### config.mk
export PLATFORM = sky130hd
export DESIGN_NAME = systolic_feed_ctrl_flat
export DESIGN_NICKNAME = d
export VERILOG_FILES = /design/src/rtl/systolic_feed_ctrl_if.sv /design/src/rtl/systolic_feed_ctrl.sv /design/src/flat_wrapper.sv
export SDC_FILE = /design/constraint.sdc
export NUM_CORES = 1
export LEC_CHECK = 0
export CAP_MARGIN = 40
export CORE_MARGIN = 10
export CORE_UTILIZATION = 43
export CTS_CLUSTER_DIAMETER = 50
export CTS_CLUSTER_SIZE = 14
export DETAILED_ROUTE_END_ITERATION = 12
export PLACE_DENSITY = 0.76
export SYNTH_ARGS = -nofsm -noshare
export SYNTH_HDL_FRONTEND = slang
export SYNTH_SLANG_ARGS = --single-unit
### constraint.sdc
create_clock -name clk -period 2 [get_ports clk]
set_clock_uncertainty 0.05 [all_clocks]
set_input_delay 0.4 -clock clk [delete_from_list [all_inputs] [get_ports clk]]
set_output_delay 0.4 -clock clk [all_outputs]
set_load 0.03 [all_outputs]
### src/rtl/systolic_feed_ctrl_if.sv
// Host/buffer-side bundle of the systolic feed sequencer: job handshake,
// operand buffer read port, skewed array edge operands and perf counter.
interface systolic_feed_ctrl_if #(
  parameter int N  = 4,
  parameter int DW = 8,
  parameter int AW = 8
);
  logic                 start;
  logic [AW:0]          k_len;
  logic                 busy;
  logic                 done;
  logic                 arr_clr;
  logic                 rd_en;
  logic [AW-1:0]        rd_addr;
  logic [N-1:0][DW-1:0] a_rdata;
  logic [N-1:0][DW-1:0] b_rdata;
  logic [N-1:0][DW-1:0] a_edge;
  logic [N-1:0][DW-1:0] b_edge;
  logic [31:0]          perf_cycles;

  // host / buffer / array side
  modport master (
    output start, k_len, a_rdata, b_rdata,
    input  busy, done, arr_clr, rd_en, rd_addr, a_edge, b_edge, perf_cycles
  );

  // sequencer side
  modport slave (
    input  start, k_len, a_rdata, b_rdata,
    output busy, done, arr_clr, rd_en, rd_addr, a_edge, b_edge, perf_cycles
  );
endinterface

### src/rtl/systolic_feed_ctrl.sv
// Feed sequencer for an N x N output-stationary systolic MAC array.
// Clears the accumulators, streams K reduction steps out of the A/B operand
// buffers, applies the triangular edge skew, waits out the array drain and
// pulses done when results are final.
// Optional busy-cycle counter: define SYSTOLIC_FEED_PERF_EN.

// One array edge lane: LANE+1 registers (capture + LANE skew stages, the last
// one being the edge output). Each stage is gated by the valid tag that
// travels alongside it, so bubbles reach the array as zeros.
module systolic_feed_lane #(
  parameter int LANE = 0,
  parameter int DW   = 8
) (
  input  logic          clk,
  input  logic          rst,
  input  logic [LANE:0] vld,
  input  logic [DW-1:0] a_in,
  input  logic [DW-1:0] b_in,
  output logic [DW-1:0] a_out,
  output logic [DW-1:0] b_out
);
  logic [LANE:0][DW-1:0] sa, sb;

  // capture stage followed by the per-lane skew shift, zero when untagged
  always_ff @(posedge clk) begin
    if (rst) begin
      sa <= '0;
      sb <= '0;
    end else begin
      sa[0] <= vld[0] ? a_in : '0;
      sb[0] <= vld[0] ? b_in : '0;
      for (int j = 1; j <= LANE; j++) begin
        sa[j] <= vld[j] ? sa[j-1] : '0;
        sb[j] <= vld[j] ? sb[j-1] : '0;
      end
    end
  end

  assign a_out = sa[LANE];
  assign b_out = sb[LANE];
endmodule

module systolic_feed_ctrl #(
  parameter int N       = 4,
  parameter int DW      = 8,
  parameter int AW      = 8,
  parameter int MUL_LAT = 1
) (
  input  logic               clk,
  input  logic               rst,
  systolic_feed_ctrl_if.slave bus
);
  // operands cross the array diagonally (2*(N-1)), then the multiplier
  // pipe and the accumulate/settle stages must empty
  localparam int DRAIN_CYC = 2*(N-1) + MUL_LAT + 2;
  localparam int DCW       = $clog2(DRAIN_CYC + 1);
  localparam int STAGES    = N - 1;

  localparam logic [DCW-1:0] DRAIN_LD = DCW'(DRAIN_CYC - 1);
  localparam logic [DCW-1:0] ONE_D    = DCW'(1);
  localparam logic [AW-1:0]  ONE_A    = AW'(1);
  localparam logic [AW:0]    ONE_K    = (AW+1)'(1);

  typedef enum logic [2:0] {IDLE, CLEAR, FEED, DRAIN, DONE} state_t;

  state_t              state;
  logic                busy, done, arr_clr, rd_en;
  logic [AW-1:0]       rd_addr;
  logic [AW:0]         k_lat;
  logic [AW:0]         k_m1;
  logic [DCW-1:0]      drain_cnt;
  logic [STAGES:0]     vld_pipe;
  logic [N-1:0][DW-1:0] a_edge_w, b_edge_w;

  // last address to issue; only consulted in FEED, where K >= 1
  assign k_m1 = k_lat - ONE_K;

  // job sequencer; every output is a register updated with the state
  always_ff @(posedge clk) begin
    if (rst) begin
      state     <= IDLE;
      busy      <= 1'b0;
      done      <= 1'b0;
      arr_clr   <= 1'b0;
      rd_en     <= 1'b0;
      rd_addr   <= '0;
      k_lat     <= '0;
      drain_cnt <= '0;
    end else begin
      unique case (state)
        IDLE: begin
          if (bus.start) begin
            k_lat   <= bus.k_len;
            state   <= CLEAR;
            busy    <= 1'b1;
            arr_clr <= 1'b1;
          end
        end
        CLEAR: begin
          arr_clr <= 1'b0;
          rd_addr <= '0;
          if (k_lat != '0) begin
            state <= FEED;
            rd_en <= 1'b1;
          end else begin
            state     <= DRAIN;
            drain_cnt <= DRAIN_LD;
          end
        end
        FEED: begin
          // at K = 2^AW the final increment wraps to 0 with rd_en already low
          rd_addr <= rd_addr + ONE_A;
          if ({1'b0, rd_addr} == k_m1) begin
            rd_en     <= 1'b0;
            state     <= DRAIN;
            drain_cnt <= DRAIN_LD;
          end
        end
        DRAIN: begin
          if (drain_cnt == '0) begin
            state <= DONE;
            done  <= 1'b1;
          end else begin
            drain_cnt <= drain_cnt - ONE_D;
          end
        end
        DONE: begin
          done  <= 1'b0;
          busy  <= 1'b0;
          state <= IDLE;
        end
        default: state <= IDLE;
      endcase
    end
  end

  // valid tag: bit 0 marks the cycle buffer data is on a/b_rdata,
  // bit j follows the same element into skew stage j
  always_ff @(posedge clk) begin
    if (rst) begin
      vld_pipe <= '0;
    end else begin
      vld_pipe[0] <= rd_en;
      for (int j = 1; j <= STAGES; j++) vld_pipe[j] <= vld_pipe[j-1];
    end
  end

  for (genvar g = 0; g < N; g++) begin : g_lane
    systolic_feed_lane #(.LANE(g), .DW(DW)) u_lane (
      .clk   (clk),
      .rst   (rst),
      .vld   (vld_pipe[g:0]),
      .a_in  (bus.a_rdata[g]),
      .b_in  (bus.b_rdata[g]),
      .a_out (a_edge_w[g]),
      .b_out (b_edge_w[g])
    );
  end

  assign bus.busy    = busy;
  assign bus.done    = done;
  assign bus.arr_clr = arr_clr;
  assign bus.rd_en   = rd_en;
  assign bus.rd_addr = rd_addr;
  assign bus.a_edge  = a_edge_w;
  assign bus.b_edge  = b_edge_w;

`ifdef SYSTOLIC_FEED_PERF_EN
  logic [31:0] perf_cnt, perf_nxt, perf_q;

  assign perf_nxt = (perf_cnt == '1) ? perf_cnt : perf_cnt + 32'd1;

  // busy-cycle counter; the DONE cycle itself is included in the snapshot
  always_ff @(posedge clk) begin
    if (rst) begin
      perf_cnt <= '0;
      perf_q   <= '0;
    end else begin
      if (state == IDLE && bus.start) perf_cnt <= '0;
      else if (busy)                  perf_cnt <= perf_nxt;
      if (state == DONE)              perf_q   <= perf_nxt;
    end
  end

  assign bus.perf_cycles = perf_q;
`else
  assign bus.perf_cycles = 32'd0;
`endif
endmodule

### src/flat_wrapper.sv
// flat-port wrapper written by rule: the top's interface ports become plain ports
module systolic_feed_ctrl_flat 
#(
  parameter int N       = 4,
  parameter int DW      = 8,
  parameter int AW      = 8,
  parameter int MUL_LAT = 1
)
  (clk, rst, bus_start, bus_k_len, bus_a_rdata, bus_b_rdata, bus_busy, bus_done, bus_arr_clr, bus_rd_en, bus_rd_addr, bus_a_edge, bus_b_edge, bus_perf_cycles);
  systolic_feed_ctrl_if #(.N(N), .DW(DW), .AW(AW)) bus_i ();
  input  logic clk;
  input  logic rst;
  input wire logic [$bits(bus_i.start)-1:0] bus_start;
  input wire logic [$bits(bus_i.k_len)-1:0] bus_k_len;
  input wire logic [$bits(bus_i.a_rdata)-1:0] bus_a_rdata;
  input wire logic [$bits(bus_i.b_rdata)-1:0] bus_b_rdata;
  output wire logic [$bits(bus_i.busy)-1:0] bus_busy;
  output wire logic [$bits(bus_i.done)-1:0] bus_done;
  output wire logic [$bits(bus_i.arr_clr)-1:0] bus_arr_clr;
  output wire logic [$bits(bus_i.rd_en)-1:0] bus_rd_en;
  output wire logic [$bits(bus_i.rd_addr)-1:0] bus_rd_addr;
  output wire logic [$bits(bus_i.a_edge)-1:0] bus_a_edge;
  output wire logic [$bits(bus_i.b_edge)-1:0] bus_b_edge;
  output wire logic [$bits(bus_i.perf_cycles)-1:0] bus_perf_cycles;
  assign bus_i.start = bus_start;
  assign bus_i.k_len = bus_k_len;
  assign bus_i.a_rdata = bus_a_rdata;
  assign bus_i.b_rdata = bus_b_rdata;
  assign bus_busy = bus_i.busy;
  assign bus_done = bus_i.done;
  assign bus_arr_clr = bus_i.arr_clr;
  assign bus_rd_en = bus_i.rd_en;
  assign bus_rd_addr = bus_i.rd_addr;
  assign bus_a_edge = bus_i.a_edge;
  assign bus_b_edge = bus_i.b_edge;
  assign bus_perf_cycles = bus_i.perf_cycles;
  systolic_feed_ctrl #(.N(N), .DW(DW), .AW(AW), .MUL_LAT(MUL_LAT)) u_core (.clk(clk), .rst(rst), .bus(bus_i));
endmodule
==> flow_summary.toml <==
[critical_path]
critPathSlowestCell = "or3_4"
cp-end-kind = "flip-flop"
worstPathRequired_ns = 2.31
crit_family = "simple AND/OR/NAND/NOR gates"
worstPathCellList = "or3_1 -> or3_4 -> a2111oi_4 -> and4_4 -> o21ba_4 -> o2111a_1"
cp_max_fo = 5
startpoint_type = "flip-flop"
critPathKind = "flip-flop to flip-flop"
arrival_ns = 2.44
worst-path-buf-inv = 0
max_stage_delay_ns = 0.39

[layout]
seq_area_um2 = 3850
area_delta_synth_final_pct = 30.9
drive_gt1_frac = 0.101
num-nets-final = 819
fin_area_um2 = 8480
fill_cells = 1210
fin_cells = 934
multi_input_area_um2 = 2100
final_cell_mix = "dfxtp_1 (189), and2_1 (160), clkdlybuf4s50_1 (143)"
utilization = 0.579
n_antenna_cell = 0
final_common_cell = "dfxtp_1"

[clock_tree]
clock_sinks = 192
cts_buffers = 17
cts_tree = "built"
root_buffer = "clkbuf_16"
h-tree-depth = 4
clk_latency_ns = 0.42
cts.path.max_buffers = 2
path_clk_slew_ns = 0.07

[detailed_routing]
vias = 4148
ant_nets = 0
drt_pass1_iterations = 4
wirelength_um = 13300
route.detailed.drc = 0
wire_per_inst_um = 14.3
via_per_inst = 4.44
drtIter0Drc = 144

[logic_synthesis]
ys_types = 44
synth_top_family_by_area = "simple AND/OR/NAND/NOR gates"
yosys.area_share.simple = 0.229
synth_ff_type = "dfxtp_1"
synth-adder-area-share = 0.00965
synth_compound_gate_area_share = 0.0409
syn_area_um2 = 6480
synth_xor_area_frac = 0.0108
synth_edf_count = 0
postSynth.asyncResetShare = 0
synthCells = 616
ys_seq_area_frac = 0.593
yosys-mux-area-fraction = 0.00502
ys_ff_latch = 192
avgSynthCellArea_um2 = 10.5
yosysWarningCount = 0

[placement]
dpl_cell_area_um2 = 7870
dp.cells = 901
io_buffers = 151
dp_hpwl_um = 10200
routabilityCongestion = 0.807

[sta]
final.setup.worst_slack_ns = -0.126
setup_viol_count_final = 6
slew_headroom = 0.532
slew_viol_final = 0
min_period_over_period = 1.06
post-route-min-period_ns = 2.13
max_freq_mhz = 470
grt_setup_unrepaired = "yes"
max_slew.worst_pin.slew_ns = 0.701
hold_viol = 0
whs_ns = 0.372

[global_routing]
use_met3 = 0.0700
first_global_vias = 4228
grt_remaining_overflow = 0
grt_util_all_layers = 0.131
antenna_found_initial = 1
grt_busiest_layer = "met2"
grt_max_degree = 38
grt_util_met2 = 0.228
grt_pass1_wl_um = 20900
grtUsageMet1 = 0.122

[floorplan]
start_util = 0.443
coreArea_um2 = 14600
ios = 184
die_h_um = 143
die_area_um2 = 20400
fp-row-count = 44
die_width_um = 143

[power_and_ir_drop]
swShare = 0.256
p_sw_mw = 2.11
power.clock.fraction = 0.382
vdd_drop_max_mv = 0.555
internal_power_mw = 6.15
power.density_nw_per_um2 = 974
comb_power_share = 0.128
power_frac_seq = 0.490
leakage_nw = 3.46

[job]
drv_cap = 0

[status]
status = "finished with violations"
violations = "negative setup slack"

[hold_path]
holdCritPathClass = "flip-flop to flip-flop"
## kinds of logic (layout without fill, tap and decap cells)
logic type                 count (synthesis)  after routing
AOI/OAI and AO/OA                         41             41
DFF                                      192            192
muxes                                      3              3
other                                      1             32
xor gates and xnor gates                   8              8
and+or+nand+nor                          254            254
buffers and inverters                    112            215
adders and majority gates                  5              5
## flip-flops by register name, indices dropped and copies added (netlist names)
name and cells:
u_core.g_lane.u_lane.sa 48, u_core.bus.arr_clr 1, u_core.bus.done 1, u_core.drain_cnt 4, u_core.bus.busy 1, u_core.g_lane.u_lane.sb 48, u_core.k_lat 9, u_core.state 3
u_core.vld_pipe 4, u_core.g_lane.u_lane.a_out 32, u_core.bus.rd_addr 8, u_core.bus.rd_en 1, u_core.g_lane.u_lane.b_out 32
## cells in the mapped netlist, drive strengths merged, types with 2 or more instances
cell / instances / area share
dfxtp: 192 / 0.59
and2: 160 / 0.15
buf: 80 / 0.093
nand2: 26 / 0.015
clkbuf: 23 / 0.013
nor2: 20 / 0.012
a21oi: 16 / 0.012
inv: 9 / 0.0052
nand3: 8 / 0.0062
nor2b: 7 / 0.0068
o21ai: 7 / 0.0054
nor3: 6 / 0.0046
and3: 5 / 0.0048
ha: 5 / 0.0097
xnor2: 5 / 0.0068
or3: 4 / 0.0039
a31oi: 3 / 0.0029
nand3b: 3 / 0.0035
or2: 3 / 0.0029
xor2: 3 / 0.0041
a2111oi: 2 / 0.0037
a22oi: 2 / 0.0023
mux2: 2 / 0.0035
nand4b: 2 / 0.0027
nor4: 2 / 0.0019
o21a: 2 / 0.0023
o31ai: 2 / 0.0023
or4: 2 / 0.0023
## what timing repair did
item,in CTS,in global routing
pin swaps,0,1
resized for setup,7,10
setup endpoints to repair,12,7
hold buffers,0,0
setup buffers,1,1
## per-layer routing
layer	vias to the layer above	wire length, um
met5	-	13
met4	2	332
met3	27	1480
li1	2086	-
met2	142	6700
met1	1891	4810
## power groups by stage
| stage | logic, mW | clock network (mW) | registers (mW) |
|---|---|---|---|
| 2_1_floorplan | 0.588 | 0 | 4.16 |
| 3_3_place_gp | 0.985 | 0 | 4.12 |
| 3_5_place_dp | 1.01 | 0 | 4.13 |
| 4_1_cts | 1.02 | 3.24 | 4.04 |
| 5_1_grt | 1.14 | 3.38 | 4.06 |
| 6_report | 1.05 | 3.16 | 4.05 |
## cell type report
class                   instances  share of cell area
clock buffers                  20              0.0550
clock inverters                11              0.0114
flip-flops and latches        192               0.454
repair buffers                175               0.202
inverters                       9             0.00398
multi-input cells             343               0.247
well taps                     184              0.0271
## through the flow
step	setup WS (ns)	total power [mW]	TNS, ns
CTS	-0.117	8.30	-0.364
global route	-0.229	8.58	-1.09
finish	-0.126	8.26	-0.517
detailed placement	-0.104	5.14	-0.326
floorplan	-0.00680	4.75	-0.00680
global placement	-0.0430	5.10	-0.0839
## path summary, 6_finish.rpt
path | from | end | slack (ns) | cells after the start
max | u_core.k_lat[3] | u_core.drain_cnt[3] | -0.13 | 6
min | u_core.g_lane[2].u_lane.sa[2] | u_core.g_lane[2].u_lane.sa[10] | 0.37 | 1
max reg2reg | u_core.k_lat[3] | u_core.drain_cnt[3] | -0.13 | 6
min reg2reg | u_core.g_lane[2].u_lane.sa[2] | u_core.g_lane[2].u_lane.sa[10] | 0.37 | 1
No activity file was read; power rests on OpenSTA's default activity.
==> RTL change (same flow settings) <==
`DW` is set to 8 in 4 places; all go to 9.
--- a/src/rtl/systolic_feed_ctrl_if.sv
+++ b/src/rtl/systolic_feed_ctrl_if.sv
@@ -2,7 +2,7 @@
 // operand buffer read port, skewed array edge operands and perf counter.
 interface systolic_feed_ctrl_if #(
   parameter int N  = 4,
-  parameter int DW = 8,
+  parameter int DW = 9,
   parameter int AW = 8
 );
   logic                 start;
--- a/src/rtl/systolic_feed_ctrl.sv
+++ b/src/rtl/systolic_feed_ctrl.sv
@@ -9,7 +9,7 @@
 // travels alongside it, so bubbles reach the array as zeros.
 module systolic_feed_lane #(
   parameter int LANE = 0,
-  parameter int DW   = 8
+  parameter int DW   = 9
 ) (
   input  logic          clk,
   input  logic          rst,
@@ -42,7 +42,7 @@
 
 module systolic_feed_ctrl #(
   parameter int N       = 4,
-  parameter int DW      = 8,
+  parameter int DW      = 9,
   parameter int AW      = 8,
   parameter int MUL_LAT = 1
 ) (
--- a/src/flat_wrapper.sv
+++ b/src/flat_wrapper.sv
@@ -2,7 +2,7 @@
 module systolic_feed_ctrl_flat 
 #(
   parameter int N       = 4,
-  parameter int DW      = 8,
+  parameter int DW      = 9,
   parameter int AW      = 8,
   parameter int MUL_LAT = 1
 )
Ports: changed (resized bus_a_edge, bus_a_rdata, bus_b_edge and bus_b_rdata); port bits go from 184 to 200. The function was not compared with the original's and may differ.
==> RTL change against the unedited design <==
The run still ends with negative setup slack left. Sequential cell count rose by 20. Combinational power increased by 40%. Critical path type unchanged. Maximum frequency is 0.90% higher. Total power grew 20%. Synthesized cell count rose by 9.7%. Routed wire length increased by 12%. Area after synthesis increased by 12%. Setup slack better by 0.019 ns. Critical path depth grew 1. Design area rose by 15%. Final cell count grew 13%.
==> RTL change: results (changes against the unedited design) <==
Detailed routing
  – Max layer used: met4
  – Metal3 WL: 1380 um (-6.3%)
  – WL/cell: 14.0 um (-1.6%)
  – Met2 WL post-DR: 7360 um (+9.8%)

Placed design
  – IO buf count: 167 (+11%)
  – Placed Instance Area: 8860 sq um (+13%)
  – Post-Place Cells: 1011 (+12%)

Min path
  – HP Start: u_core.g_lane[2].u_lane.sb[13]

Clock network
  – Clk buf depth: 3 (+1)
  – # H-tree levels: 1 (-3)
  – Clk Latency, worst-skew pair: 0.49 ns (+0.07 ns)
  – CTS Buf Count: 22 (+5)

Cells and area
  – Share of layout cells above drive strength 1: 0.132 (+0.0311)
  – Biggest registers after layout: u_core.g_lane.u_lane.sa: 54 flops, u_core.g_lane.u_lane.sb: 54 flops
  – Filler cells: 1397 (+15%)

Yosys
  – Synth Area in XOR/XNOR: 0.0145 (+0.00371)
  – Count of cell types in the netlist: 53 (+20%)
  – Post-synthesis mux area share: 0.00726 (+0.00224)
  – Synth Area in Compound Gates: 0.0401 (-0.000816)
  – Adder-cell share of the synthesized area: 0.00864 (-0.00101)
  – List of most frequent post-synthesis cells: 212 x dfxtp_1, 180 x and2_1, 86 x buf_4

GRT
  – Number of global-route vias before repair: 4446 (+5.2%)
  – GRT Overall Usage: 0.123 (-0.00706)
  – Largest net degree at the start of global routing: 32 (-16%)
  – First-pass GRT wire length: 22600 um (+8.1%)
  – M2 GR Usage: 0.213 (-0.0158)

STA
  – Setup Viol. Count Final: 1 (-5)
  – Post-route setup slack: -0.107 ns (+0.0190 ns)
  – Fin Setup TNS: -0.107 ns (+0.411 ns)

Pwr
  – Power, Total: 9920 uW (+20%)
  – Pleak: 0.00401 uW (+16%)
  – Peak supply drop: 657 uV (+18%)

Setup path
  – R2R cell count: 7 (+1)

Status
  – Status: finished with violations
  – Failing checks: negative setup slack
## RTL change: cell count changes after synthesis, sizes merged, moves of 3 or more
cell,unedited run,this run
nor3b,1,4
clkbuf,23,26
xor2,3,6
o21ai,7,4
buf,80,90
a31oi,3,0
or3,4,1
o211ai,1,5
inv,9,4
nand4,1,4
dfxtp,192,212
a21o,0,3
and2,160,180
## RTL change: worst paths after layout
check                                endpoint  slack (ns)
min reg2reg  u_core.g_lane[2].u_lane.b_out[4]        0.36
min          u_core.g_lane[2].u_lane.b_out[4]        0.36
max                          u_core.bus.rd_en       -0.11
max reg2reg                  u_core.bus.rd_en       -0.11
## RTL change: area by class of cell
cell class                      count  area, sq um  area share
Antenna cell                        1         2.50    0.000257
Clock buffer                       26          597      0.0612
Clock inverter                      9          116      0.0119
Inverter                            4         20.0     0.00205
Multi-Input combinational cell    375         2400       0.247
Sequential cell                   212         4260       0.437
Tap cell                          220          275      0.0282
Timing Repair Buffer              212         2080       0.213
## RTL change: what timing repair did
action                                  in CTS  in global routing
endpoints found under the setup margin      14                 10
pin swaps                                    7                 14
cloned                                       0                  0
buffers inserted                             9                  4
resized for setup                           19                 20
## RTL change: kinds of logic after synthesis
group / count (synthesis)
and+or+nand+nor: 277
DFF: 212
buffers and inverters: 120
AOI/OAI and AO/OA: 44
xor gates and xnor gates: 12
adders and majority gates: 5
muxes: 5
other: 1
## RTL change: report_power, final
group	internal [uW]	leakage (uW)	switching, uW
clock	2400	0.000340	1610
sequential	4360	0.00171	84.2
combinational	730	0.00196	737
total	7490	0.00401	2430
## RTL change: worst max-delay path, stage by stage, from the launching register on
cell and delay (ns):
dfxtp_4 0.36, nor4_4 0.31, buf_4 0.20, nand3_4 0.07, xor2_2 0.21, nand2_1 0.09
or4_1 0.55, a21o_1 0.18
